--- src/rtl/core_wb_scoreboard_pkg.sv ---
// Shared types and constants for the writeback/scoreboard slice.
// Contents:
//   XLEN, REG_AW, NREGS - data width, register address width, register count
//   wb_req_t            - one pending register write (destination + data)
//   wb_src_e            - which source owns the register-file write port
package core_pkg;

  localparam int XLEN   = 32;
  localparam int REG_AW = 5;
  localparam int NREGS  = 1 << REG_AW;

  typedef struct packed {
    logic [REG_AW-1:0] rd;
    logic [XLEN-1:0]   data;
  } wb_req_t;

  typedef enum logic [1:0] {
    WB_NONE,
    WB_ALU,
    WB_BUF,
    WB_LU
  } wb_src_e;

endpackage

--- src/rtl/core_wb_scoreboard_if.sv ---
// Long-unit result channel (valid/ready handshake).
// Signals:
//   lu_valid - result valid (long unit -> scoreboard)
//   lu_ready - result accepted when lu_valid && lu_ready (scoreboard -> long unit)
//   lu_rd    - destination register of the result
//   lu_data  - result data
// Modports: master = long unit side, slave = writeback scoreboard side.
interface core_wb_scoreboard_if;

  logic                       lu_valid;
  logic                       lu_ready;
  logic [core_pkg::REG_AW-1:0] lu_rd;
  logic [core_pkg::XLEN-1:0]   lu_data;

  modport master (output lu_valid, output lu_rd, output lu_data, input lu_ready);
  modport slave  (input lu_valid, input lu_rd, input lu_data, output lu_ready);

endinterface

--- src/rtl/core_wb_scoreboard_hold_buf.sv ---
// Single-entry holding register for a long-unit result that was accepted
// but could not be committed in the same cycle.
// Ports:
//   clk, rst_sync_n - clock, synchronous active-low reset
//   load_i          - capture load_req_i at the posedge (only when empty)
//   drain_i         - release the held entry at the posedge
//   load_req_i      - result to capture
//   full_o          - entry is occupied
//   ready_o         - buffer can accept a result (0 while in reset)
//   req_o           - held entry
module wb_hold_buf
  import core_pkg::*;
(
  input  logic    clk,
  input  logic    rst_sync_n,
  input  logic    load_i,
  input  logic    drain_i,
  input  wb_req_t load_req_i,
  output logic    full_o,
  output logic    ready_o,
  output wb_req_t req_o
);

  logic    full_q, full_d;
  wb_req_t req_q, req_d;

  // load and drain are mutually exclusive: loading needs ready (empty),
  // draining needs full.
  always_comb begin
    full_d = full_q;
    req_d  = req_q;
    if (load_i) begin
      full_d = 1'b1;
      req_d  = load_req_i;
    end else if (drain_i) begin
      full_d = 1'b0;
    end
  end

  always_ff @(posedge clk) begin
    if (!rst_sync_n) begin
      full_q <= 1'b0;
      req_q  <= '0;
    end else begin
      full_q <= full_d;
      req_q  <= req_d;
    end
  end

  // Depends only on state and reset, never on lu_valid.
  assign ready_o = rst_sync_n && !full_q;
  assign full_o  = full_q;
  assign req_o   = req_q;

endmodule

--- src/rtl/core_wb_scoreboard.sv ---
// Write-side companion of the register file. Merges ALU writebacks with
// long-unit results and tracks pending long-op destinations for hazard
// detection.
// Ports:
//   clk, rst_sync_n                  - clock, synchronous active-low reset
//   stall_n                          - 0 freezes commits and scoreboard updates
//   issue_valid/issue_long/issue_rd  - instruction issuing this cycle
//   rs1_addr, rs2_addr               - sources of the issuing instruction
//   rs1_busy, rs2_busy, rd_busy      - RAW/WAW hazard flags
//   alu_wb_valid/alu_wb_rd/alu_wb_data - ALU writeback, no backpressure
//   lu                               - long-unit result channel (slave)
//   reg_waddr/reg_wdata/reg_wen      - register file write port
//   sb_err                           - sticky: unexpected long result
module core_wb_scoreboard
  import core_pkg::*;
(
  input  logic              clk,
  input  logic              rst_sync_n,
  input  logic              stall_n,
  input  logic              issue_valid,
  input  logic              issue_long,
  input  logic [REG_AW-1:0] issue_rd,
  input  logic [REG_AW-1:0] rs1_addr,
  input  logic [REG_AW-1:0] rs2_addr,
  output logic              rs1_busy,
  output logic              rs2_busy,
  output logic              rd_busy,
  input  logic              alu_wb_valid,
  input  logic [REG_AW-1:0] alu_wb_rd,
  input  logic [XLEN-1:0]   alu_wb_data,
  core_wb_scoreboard_if.slave lu,
  output logic [REG_AW-1:0] reg_waddr,
  output logic [XLEN-1:0]   reg_wdata,
  output logic              reg_wen,
  output logic              sb_err
);

  logic [NREGS-1:0] pend_q, pend_d;
  logic             err_q, err_d;

  wb_src_e src;
  wb_req_t commit;
  wb_req_t lu_req;
  wb_req_t buf_req;
  logic    buf_full, buf_ready, buf_load, buf_drain;
  logic    lu_fire, long_commit;

  assign lu_req  = '{rd: lu.lu_rd, data: lu.lu_data};
  assign lu_fire = lu.lu_valid && buf_ready;
  assign lu.lu_ready = buf_ready;

  // Commit arbitration: ALU, then held result, then pass-through.
  always_comb begin
    src    = WB_NONE;
    commit = '0;
    if (rst_sync_n && stall_n) begin
      if (alu_wb_valid) begin
        src    = WB_ALU;
        commit = '{rd: alu_wb_rd, data: alu_wb_data};
      end else if (buf_full) begin
        src    = WB_BUF;
        commit = buf_req;
      end else if (lu_fire) begin
        src    = WB_LU;
        commit = lu_req;
      end
    end
  end

  assign long_commit = (src == WB_BUF) || (src == WB_LU);
  assign reg_wen     = (src != WB_NONE) && (commit.rd != '0);
  assign reg_waddr   = reg_wen ? commit.rd : '0;
  assign reg_wdata   = reg_wen ? commit.data : '0;

  // Accepted but not passed through (ALU won or stalled): park it.
  assign buf_load  = lu_fire && (src != WB_LU);
  assign buf_drain = (src == WB_BUF);

  wb_hold_buf u_hold (
    .clk        (clk),
    .rst_sync_n (rst_sync_n),
    .load_i     (buf_load),
    .drain_i    (buf_drain),
    .load_req_i (lu_req),
    .full_o     (buf_full),
    .ready_o    (buf_ready),
    .req_o      (buf_req)
  );

  // Clear before set so a same-cycle reissue keeps the register pending.
  always_comb begin
    pend_d = pend_q;
    if (stall_n) begin
      if (long_commit && commit.rd != '0) pend_d[commit.rd] = 1'b0;
      if (issue_valid && issue_long && issue_rd != '0) pend_d[issue_rd] = 1'b1;
    end
    pend_d[0] = 1'b0;
  end

  assign err_d = err_q || (lu_fire && lu.lu_rd != '0 && !pend_q[lu.lu_rd]);

  always_ff @(posedge clk) begin
    if (!rst_sync_n) begin
      pend_q <= '0;
      err_q  <= 1'b0;
    end else begin
      pend_q <= pend_d;
      err_q  <= err_d;
    end
  end

  // The register file forwards a same-cycle long write, so that source is free.
  assign rs1_busy = rst_sync_n && rs1_addr != '0 && pend_q[rs1_addr] &&
                    !(reg_wen && long_commit && reg_waddr == rs1_addr);
  assign rs2_busy = rst_sync_n && rs2_addr != '0 && pend_q[rs2_addr] &&
                    !(reg_wen && long_commit && reg_waddr == rs2_addr);
  assign rd_busy  = rst_sync_n && issue_rd != '0 && pend_q[issue_rd];
  assign sb_err   = err_q;

endmodule

--- src/flat_wrapper.sv ---
// flat-port wrapper written by rule: the top's interface ports become plain ports
module core_wb_scoreboard_flat import core_pkg::*;
  (clk, rst_sync_n, stall_n, issue_valid, issue_long, issue_rd, rs1_addr, rs2_addr, rs1_busy, rs2_busy, rd_busy, alu_wb_valid, alu_wb_rd, alu_wb_data, reg_waddr, reg_wdata, reg_wen, sb_err, lu_lu_valid, lu_lu_rd, lu_lu_data, lu_lu_ready);
  core_wb_scoreboard_if lu_i ();
  input  logic clk;
  input  logic rst_sync_n;
  input  logic stall_n;
  input  logic issue_valid;
  input  logic issue_long;
  input  logic [REG_AW-1:0] issue_rd;
  input  logic [REG_AW-1:0] rs1_addr;
  input  logic [REG_AW-1:0] rs2_addr;
  output logic rs1_busy;
  output logic rs2_busy;
  output logic rd_busy;
  input  logic alu_wb_valid;
  input  logic [REG_AW-1:0] alu_wb_rd;
  input  logic [XLEN-1:0] alu_wb_data;
  output logic [REG_AW-1:0] reg_waddr;
  output logic [XLEN-1:0] reg_wdata;
  output logic reg_wen;
  output logic sb_err;
  input wire logic [$bits(lu_i.lu_valid)-1:0] lu_lu_valid;
  input wire logic [$bits(lu_i.lu_rd)-1:0] lu_lu_rd;
  input wire logic [$bits(lu_i.lu_data)-1:0] lu_lu_data;
  output wire logic [$bits(lu_i.lu_ready)-1:0] lu_lu_ready;
  assign lu_i.lu_valid = lu_lu_valid;
  assign lu_i.lu_rd = lu_lu_rd;
  assign lu_i.lu_data = lu_lu_data;
  assign lu_lu_ready = lu_i.lu_ready;
  core_wb_scoreboard u_core (.clk(clk), .rst_sync_n(rst_sync_n), .stall_n(stall_n), .issue_valid(issue_valid), .issue_long(issue_long), .issue_rd(issue_rd), .rs1_addr(rs1_addr), .rs2_addr(rs2_addr), .rs1_busy(rs1_busy), .rs2_busy(rs2_busy), .rd_busy(rd_busy), .alu_wb_valid(alu_wb_valid), .alu_wb_rd(alu_wb_rd), .alu_wb_data(alu_wb_data), .lu(lu_i), .reg_waddr(reg_waddr), .reg_wdata(reg_wdata), .reg_wen(reg_wen), .sb_err(sb_err));
endmodule
--- config.mk ---
export PLATFORM = sky130hd
export DESIGN_NAME = core_wb_scoreboard_flat
export DESIGN_NICKNAME = d
export VERILOG_FILES = /design/src/rtl/core_wb_scoreboard_pkg.sv /design/src/rtl/core_wb_scoreboard_if.sv /design/src/rtl/core_wb_scoreboard_hold_buf.sv /design/src/rtl/core_wb_scoreboard.sv /design/src/flat_wrapper.sv
export SDC_FILE = /design/constraint.sdc
export NUM_CORES = 1
export LEC_CHECK = 0
export BUFFER_PORTS_ARGS = -buffer_cell sky130_fd_sc_hd__clkbuf_2
export CORE_AREA = 5 5 100 112
export CTS_CLUSTER_DIAMETER = 50
export CTS_CLUSTER_SIZE = 8
export DETAILED_ROUTE_END_ITERATION = 6
export DIE_AREA = 0 0 105 117
export PLACE_DENSITY = 0.81
export SLEW_MARGIN = 20
export SYNTH_ARGS = -nofsm -noshare
export SYNTH_HDL_FRONTEND = slang
export SYNTH_HIERARCHICAL = 1
export SYNTH_SLANG_ARGS = --single-unit
--- constraint.sdc ---
create_clock -name clk -period 8.9 [get_ports clk]
set_clock_uncertainty 0.1 [all_clocks]
set_input_delay 1.78 -clock clk [delete_from_list [all_inputs] [get_ports clk]]
set_output_delay 1.78 -clock clk [all_outputs]
set_load 0.03 [all_outputs]
==> metrics.md <==
| Metric | Value |
|---|---|
| Outcome | completed |
| Max clock buf depth | 2 |
| DR vias | approximately 5400 |
| Layout cells sized above 1 | about 28% |
| Min Tclk post-route | 6.72 ns |
| Number of synthesized flops with an enable pin | 0 |
| Antenna violations before repair | 0 |
| Sequential power share | around 36% |
| Hold WS | 0.424 ns |
| Yosys warnings | 6 |
| Most common cell after layout, fill and taps aside | clkbuf_2 |
| First-pass GRT wire length | about 25 mm |
| CP Capture Type | output pin |
| Cell Area, Synth | about 5300 um^2 |
| Io pins | 139 |
| Root Driver | clkbuf_16 |
| Final Cycle Share | 75.5% |
| #FFs+latches synth | 70 |
| Worst-skew pair later-pin latency | 0.34 ns |
| Leakage power | 0.00243 uW |
| CTS tree | built |
| Slowest-stage cell, CP | nor2b_1 |
| Fin area | 6290 um^2 |
| Max-slew violations | 0 |
| Antenna Nets Post-Route | 0 |
| Routed vias/inst | 6.20 |
| Initial core utilization | 53.1% |
| Async SR Flop Fraction | 0% |
| Critical-path cell list | clkbuf_2, nor2b_1, nand4b_1, a221o_2, inv_2, or3_4, or3_1, and2_1, clkbuf_2 |
| Pre-CTS setup slack | 2.31 ns |
| Final setup fails | 0 |
| Worst hold path class | flip-flop to flip-flop |
| Peak Freq | 149 MHz |
| Grt ovf | 0 |
| VDD IR max | 0.0830 mV |
| DP HPWL | between 10 and 15 mm |
| Worst hold path startpoint | u_core/u_hold/req_o[16]$_SDFFE_PN0P_ |
| Final Hold Viols | 0 |
| R2r startpoint | u_core/u_hold/full_o$_SDFFE_PN0P_ |
| DR WL/cell | around 18 um |
| Post-route setup slack | 2.18 ns |
| Number of global-route vias before repair | between 5000 and 6000 |
| Final core utilization | 62.6% |
| Clock power share | 42.9% |
| Clock-pin slew on the worst setup and hold paths | around 0.06 ns |
| Crit path buffers/inverters | 3 |
| Area occupied by multi-input gates | around 3600 um^2 |
| Crit path required time | between 7 and 8 ns |
| Clk sink count | 70 |
| Max transition margin | 37.1% |
| ANT cells | 0 |
| Residual DRC | 0 |
| Net Count, Synth | 729 |
| RSZ-0062 raised after global routing | false |
| Fillers | 831 |
| Row Count | 39 |
| Gate power share | 21.1% |
| Startpoint types | input port |
| Crit path depth | 9 |
| Worst Reg-to-Reg Cells | 6 |
| Post-synthesis cell type count | 52 |
| Syn avg cell area | about 8.4 um^2 |
| Most frequent cells in the layout | clkbuf_2 (138), nand2_1 (74), dfxtp_1 (69) |
| Critical Path Start | rst_sync_n |
| Drt pass-1 iters | 5 |
| CTS Buf Count | 9 |
| Post-DP Area | about 5900 um^2 |
| Slowest stage delay, CP | around 0.74 ns |
| Core area | 10100 um^2 |
| DIE WIDTH | 105 um |
| GPL Wtd Cong | 0.977 |
| Pint | 645 uW |
| CP arrival | between 4 and 5 ns |
| Post-CTS resize count | 0 |
| Switching power | 267 uW |
| Total GRT Usage | 25.0% |
| Ys flop type | dfxtp_1 |
| Max-cap violations | 0 |
| Cell family with most CP delay | simple AND/OR/NAND/NOR gates |
| Most frequent cell on the critical path | clkbuf_2 |
| Total die area | ~12000 um^2 |
| Slew @ Worst Pin | roughly 0.94 ns |
| Largest net degree at the start of global routing | 80 |
| Sw frac | 29.3% |
| PwrDens | between 100 and 150 nW/um^2 |
| Initial DRC Count | 574 |
| Syn Inst Count | 633 |
| Worst hold path depth | 2 |
| Port bufs | ~140 |
| Area Overhead vs Synth | 17.9% |
| Post-CTS Hold Buffers | 0 |
| Kind of critical path | input port to output pin |
| Register area share after synthesis | 26.3% |
| Worst-path fanout max | 35 |
| Drt total wl | 15.8 mm |
| Post-CTS Setup Inserts | 0 |
| CTS HTree Levels | 3 |
| NumNets Final | 831 |
| Sum of negative setup slack | 0 ns |
| Register Area | 1400 um^2 |
| Chip Height | 117 um |
[power by group through the flow]
stage,Sequential (uW),Combinational [uW],Clock [uW]
5_1_grt,330,208,404
3_3_place_gp,335,186,0
6_report,329,192,391
3_5_place_dp,335,190,0
2_1_floorplan,335,135,0
4_1_cts,329,191,394
[flip-flops by register name (all words and copies together) (netlist names)]
name,count
u_core/u_hold/req_o,37
u_core/u_hold/full_o,1
u_core/sb_err,1
u_core/pend_q,31
[tightest hold or removal path: cells and delay by family, from the launching register on]
kind | cells | cell delay (ns)
and+or+nand+nor | 1 | 0.10
muxes | 1 | 0.06
DFF | 1 | 0.33
[per-stage QoR]
stage | std cells | power [uW]
finish | 863 | 912
global route | 863 | 942
CTS | 863 | 913
detailed placement | 847 | 526
global placement | 847 | 521
floorplan | 633 | 470
[cells by family (layout without fill, tap and decap cells)]
family | count (synthesis) | after routing | synth area share [%]
compound gates | 164 | 164 | 19.0
buf+inv | 64 | 171 | 5.82
simple gates | 250 | 250 | 26.2
mux | 83 | 83 | 22.4
flops | 70 | 70 | 26.3
xor+xnor | 2 | 2 | 0.328
[area by class of cell]
type	instances	area share, %
inverter	13	0.776
sequential	70	22.3
multi-input combinational	499	57.8
clock buffer	9	3.58
clock inverter	7	1.63
timing repair buffer	142	11.5
tap	123	2.45
[worst paths after layout]
check	to	slack [ns]
min	u_core/u_hold/req_o[16]$_SDFFE_PN0P_	0.42
max	reg_wdata[0]	2.18
max reg2reg	u_core/pend_q[31]$_SDFFE_PN0P_	5.81
min reg2reg	u_core/u_hold/req_o[16]$_SDFFE_PN0P_	0.42
[cells in the mapped netlist (4+ instances only)]
cell type  number  area [um^2]
nand2_1        75          282
dfxtp_1        70         1400
o21ai_0        64          320
mux2i_1        53          531
nor2b_1        47          294
a21oi_1        40          200
nor3b_1        35          263
and2_1         32          200
a21boi_1       31          233
mux4_2         29          653
clkbuf_1       27          101
nand3_1        21          105
buf_2          11         55.1
inv_1          10         37.5
nor2_1          8         30.0
buf_1           6         22.5
nand2b_1        6         37.5
nand4b_1        5         43.8
buf_6           4         45.0
nand3b_1        4         30.0
nor3_1          4         20.0
o41ai_1         4         35.0
or3_1           4         25.0
[per-layer routing]
layer | track usage [%] | wire length (um)
met5 | 0 | 0
met4 | 12.3 | 583
met3 | 5.54 | 1620
met2 | 44.0 | 7530
met1 | 29.1 | 6050
Note: power is estimated with default switching activity, not from simulation.
